**src/rtl/seq_multiplier.sv**
```systemverilog
// Sequential shift-add multiplier: WIDTH x WIDTH -> 2*WIDTH product in WIDTH cycles.
// One adder is reused every cycle; a start/done handshake brackets each job.
// Optional feature macro: SIGNED_MODE_EN adds the signed_mode port (two's complement
// operands handled as magnitudes, product negated when the operand signs differ).
module seq_multiplier #(
    parameter int unsigned WIDTH = 4
) (
    input  logic               clk,
    input  logic               rst,
    input  logic               start,
    input  logic [WIDTH-1:0]   A,
    input  logic [WIDTH-1:0]   B,
`ifdef SIGNED_MODE_EN
    input  logic               signed_mode,
`endif
    output logic               busy,
    output logic               done,
    output logic [2*WIDTH-1:0] product
);

    localparam int unsigned PW = 2 * WIDTH;
    localparam int unsigned AW = 2 * WIDTH + 1;
    localparam int unsigned HW = WIDTH + 1;
    localparam int unsigned CW = $clog2(WIDTH + 1);

    typedef enum logic {
        IDLE = 1'b0,
        RUN  = 1'b1
    } state_t;

    state_t          state, next_state;
    logic [AW-1:0]   acc, acc_d;
    logic [WIDTH-1:0] mcand, mcand_d;
    logic [CW-1:0]   cnt, cnt_d;
    logic            busy_d, done_d;
    logic [PW-1:0]   product_d;

    // Per-cycle datapath: upper half plus optional multiplicand, then shift right
    logic [HW-1:0]   sum;
    logic [HW-1:0]   upper_next;
    logic [AW-1:0]   step;
    logic [PW-1:0]   result;
    logic [WIDTH-1:0] a_mag, b_mag;

`ifdef SIGNED_MODE_EN
    logic            neg, neg_d;
`endif

    // State register
    always_ff @(posedge clk or posedge rst) begin
        if (rst) begin
            state <= IDLE;
        end else begin
            state <= next_state;
        end
    end

    // Datapath and output registers
    always_ff @(posedge clk or posedge rst) begin
        if (rst) begin
            acc     <= '0;
            mcand   <= '0;
            cnt     <= '0;
            busy    <= 1'b0;
            done    <= 1'b0;
            product <= '0;
`ifdef SIGNED_MODE_EN
            neg     <= 1'b0;
`endif
        end else begin
            acc     <= acc_d;
            mcand   <= mcand_d;
            cnt     <= cnt_d;
            busy    <= busy_d;
            done    <= done_d;
            product <= product_d;
`ifdef SIGNED_MODE_EN
            neg     <= neg_d;
`endif
        end
    end

    // Next-state, datapath step and registered-output next values
    always_comb begin
        next_state = state;
        acc_d      = acc;
        mcand_d    = mcand;
        cnt_d      = cnt;
        busy_d     = busy;
        done_d     = 1'b0;
        product_d  = product;
        a_mag      = A;
        b_mag      = B;
`ifdef SIGNED_MODE_EN
        neg_d      = neg;
        if (signed_mode && A[WIDTH-1]) begin
            a_mag = WIDTH'(~A + WIDTH'(1));
        end
        if (signed_mode && B[WIDTH-1]) begin
            b_mag = WIDTH'(~B + WIDTH'(1));
        end
`endif

        // acc[AW-1] is always zero after a shift, so the add cannot lose a carry
        sum        = acc[AW-1:WIDTH] + HW'(mcand);
        upper_next = acc[0] ? sum : acc[AW-1:WIDTH];
        step       = {1'b0, upper_next, acc[WIDTH-1:1]};
        result     = step[PW-1:0];
`ifdef SIGNED_MODE_EN
        if (neg) begin
            result = PW'(~step[PW-1:0] + PW'(1));
        end
`endif

        case (state)
            IDLE: begin
                if (start) begin
                    mcand_d    = a_mag;
                    acc_d      = {HW'(0), b_mag};
                    cnt_d      = CW'(WIDTH);
                    busy_d     = 1'b1;
                    next_state = RUN;
`ifdef SIGNED_MODE_EN
                    neg_d      = signed_mode & (A[WIDTH-1] ^ B[WIDTH-1]);
`endif
                end
            end
            RUN: begin
                acc_d = step;
                cnt_d = cnt - CW'(1);
                if (cnt == CW'(1)) begin
                    product_d  = result;
                    done_d     = 1'b1;
                    busy_d     = 1'b0;
                    next_state = IDLE;
                end
            end
            default: begin
                next_state = IDLE;
            end
        endcase
    end

endmodule

```
**config.mk**
```make
export PLATFORM = sky130hd
export DESIGN_NAME = seq_multiplier
export DESIGN_NICKNAME = d
export VERILOG_FILES = /design/src/rtl/seq_multiplier.sv
export SDC_FILE = /design/constraint.sdc
export NUM_CORES = 1
export LEC_CHECK = 0
export CAP_MARGIN = 10
export CORE_ASPECT_RATIO = 1.5
export CORE_MARGIN = 4
export CORE_UTILIZATION = 25
export DETAILED_ROUTE_END_ITERATION = 12
export GPL_ROUTABILITY_DRIVEN = 1
export SETUP_SLACK_MARGIN = 0.1
export SYNTH_ARGS = -nofsm -noshare
export SYNTH_HDL_FRONTEND = slang
export SYNTH_SLANG_ARGS = --single-unit
```
**constraint.sdc**
```tcl
create_clock -name clk -period 1.9 [get_ports clk]
set_input_delay 0.285 -clock clk [delete_from_list [all_inputs] [get_ports clk]]
set_output_delay 0.285 -clock clk [all_outputs]
set_load 0.02 [all_outputs]
```
==> flow_summary.json <==
{
  "cp_slowest_cell": "dfrtp_1",
  "critical_path_buf_inv_count": 0,
  "clock-sinks": 26,
  "grtUsageTotal_pct": 9.48,
  "worstPathArrival_ns": 1.87,
  "vdd_drop_max_v": 0.000589,
  "final_cell_mix": "dfrtp_1 (26), nand2_1 (22), clkdlybuf4s50_1 (20), o21ai_0 (8), mux2i_1 (7)",
  "mostFrequentLayoutCell": "dfrtp_1",
  "fin_worst_skew_ns": 0.00336,
  "criticalPathCategory": "flop to flop",
  "drc_errors": 0,
  "ctsResizeCount": 0,
  "switchingPower_mw": 0.981,
  "cts_buffer_depth": 2,
  "routed_wirelength_um": 2630,
  "avgSynthCellArea_sq_um": 10.5,
  "drive_above_1_share_pct": 11.3,
  "p_clk_share_pct": 12.0,
  "hp-class": "primary input to asynchronous set/reset pin",
  "post_cts_buffers": 0,
  "cts_tree": "built",
  "first_pass_iters": 3,
  "dr_total_vias": 911,
  "antenna_found_initial": 0,
  "cp.required_ns": 2.06,
  "drt_iter0_drc": 20,
  "grt_first_pass_wirelength_um": 4640,
  "n_antenna_cell": 0,
  "status": "complete, no violations",
  "core_sq_um": 4850,
  "final_antenna_net_count": 0,
  "yosysTopAreaCellShare_pct": 51.8,
  "place.gp.congestion": 0.749,
  "synth_area_leaders": "dfrtp_1 (52%), nand2_1 (6.6%), ha_1 (6.0%)",
  "hold_viol_final": 0,
  "num-fill-cells": 496,
  "max_slew_margin_pct": 74.4,
  "end_kind": "flop",
  "grt_max_degree": 27,
  "regArea_sq_um": 651,
  "start_util_pct": 25.9,
  "cp_common_cell": "mux2_2",
  "clk_latency_ns": 0.26,
  "cp-start-kind": "flop",
  "hold_ws_ns": 0.366,
  "multi_input_area_sq_um": 559,
  "syn_nets": 138,
  "p_int_mw": 1.54,
  "power.density_nw_per_um2": 1590,
  "pre_cts_slack_ns": 0.153,
  "syn_inst": 120,
  "syn_to_final_growth_pct": 26.3,
  "setup_viol": 0,
  "cts_buffers": 3,
  "grt_pass1_vias": 1016,
  "num_rows": 31,
  "die_x_um": 65.9,
  "port_buffers": 20,
  "nets": 161,
  "pin_count": 21,
  "power_frac_comb_pct": 47.4,
  "fin_crit_sh_pct": 90.3,
  "p_seq_share_pct": 40.6,
  "cap_violations": 0,
  "synth_area_sq_um": 1260,
  "seq_area_frac_synth_pct": 51.8,
  "fin_crit_ns": 1.72,
  "fin_setup_tns_ns": 0,
  "vias_per_cell": 4.40,
  "yosysTopAreaCell": "dfrtp_1",
  "hold_buffers": 0,
  "finalWorstSetupSlack_ns": 0.184,
  "root_buffer": "clkbuf_8",
  "fmax_ghz": 0.583,
  "dp_hpwl_um": 2090,
  "yosysWarnings": 0,
  "path_clk_slew_ns": 0.09,
  "slew_viol_final": 0,
  "crit_family": "adder cells",
  "die_h_um": 94.8,
  "yosys_register_bits": 26,
  "path_cells": "ha_1 -> fa_2 -> mux2_2 -> mux2_2",
  "worst_slew_pin_slew_ns": 0.383,
  "wl_per_cell_um": 12.7,
  "slowest_delay_ns": 0.41,
  "htree_levels": 1,
  "grt.overflow.total": 0,
  "switching_share_pct": 38.9,
  "path_max_fanout": 3,
  "power_leakage_nw": 0.737,
  "yosysUniqueCellTypes": 24,
  "grt_setup_unrepaired": "no",
  "fp.dieArea_sq_um": 6250
}
==> path summary, 6_finish.rpt <==
path	start	cells after the start	slack, ns	endpoint
max	acc[4]	4	0.18	product[4]
min	rst	3	0.37	product[5]
max reg2reg	acc[4]	4	0.18	product[4]
min reg2reg	product[2]	2	0.48	product[2]
max in group asynchronous	rst	3	1.29	mcand[2]
min in group clk	product[2]	2	0.48	product[2]
==> stage by stage <==
| step | util [%] | instance area, sq um | cells | power (mW) |
|---|---|---|---|---|
| 4_1_cts | 32.6 | 1580 | 207 | 2.54 |
| 3_5_place_dp | 31.7 | 1540 | 204 | 2.24 |
| 5_1_grt | 32.7 | 1590 | 207 | 2.75 |
| 2_1_floorplan | - | 1260 | 120 | 1.81 |
| 3_3_place_gp | 31.7 | 1540 | 204 | 2.15 |
| 6_report | 32.7 | 1590 | 207 | 2.52 |
==> kinds of logic (layout without fill, tap and decap cells) <==
logic type	after synthesis	after routing	share of synthesized area [%]
and+or+nand+nor	40	40	14.6
DFF	26	26	51.8
AOI/OAI and AO/OA	21	21	10.2
muxes	13	13	11.0
buffers and inverters	12	33	4.18
adders and majority gates	7	7	7.57
xor gates and xnor gates	1	1	0.697
==> synthesized netlist by cell type, drive strengths merged <==
cell type  count
dfrtp         26
nand2         22
o21ai          8
mux2i          7
a21oi          6
buf            6
ha             6
inv            6
mux2           6
nor2           5
nand2b         4
a21o           3
nand3b         2
nor2b          2
nor3           2
nor3b          2
a211oi         1
a311o          1
a31oi          1
fa             1
nand3          1
o31ai          1
xnor2          1
==> power groups by stage <==
stage          combinational (mW)  sequential, mW  clock [mW]
6_report                     1.19            1.02       0.303
3_5_place_dp                 1.20            1.04           0
4_1_cts                      1.21            1.03       0.306
5_1_grt                      1.35            1.07       0.329
3_3_place_gp                 1.13            1.02           0
2_1_floorplan               0.765            1.04           0
==> metal layers <==
metal  wire [um]  GRT usage, %
met5           0             0
met4          13          2.60
met3          82          2.14
met2        1480          17.7
met1        1060          10.5
==> tightest hold or removal path, delay by kind of cell <==
kind                   cells  cell delay, ns
buffers and inverters      3            0.74
==> registers in the layout (all words and copies together), names as in the netlist <==
signal / cells
acc: 8
product: 8
mcand: 4
cnt: 3
busy: 1
done: 1
state: 1
==> cell type report <==
class                           count  share of cell area [%]
Clock buffer                        3                    2.60
Inverter                            6                    1.42
Sequential cell                    26                    41.0
Timing Repair Buffer               24                    14.5
Tap cell                           66                    5.21
Multi-Input combinational cell     82                    35.3
Note: power is estimated with default switching activity, not from simulation.
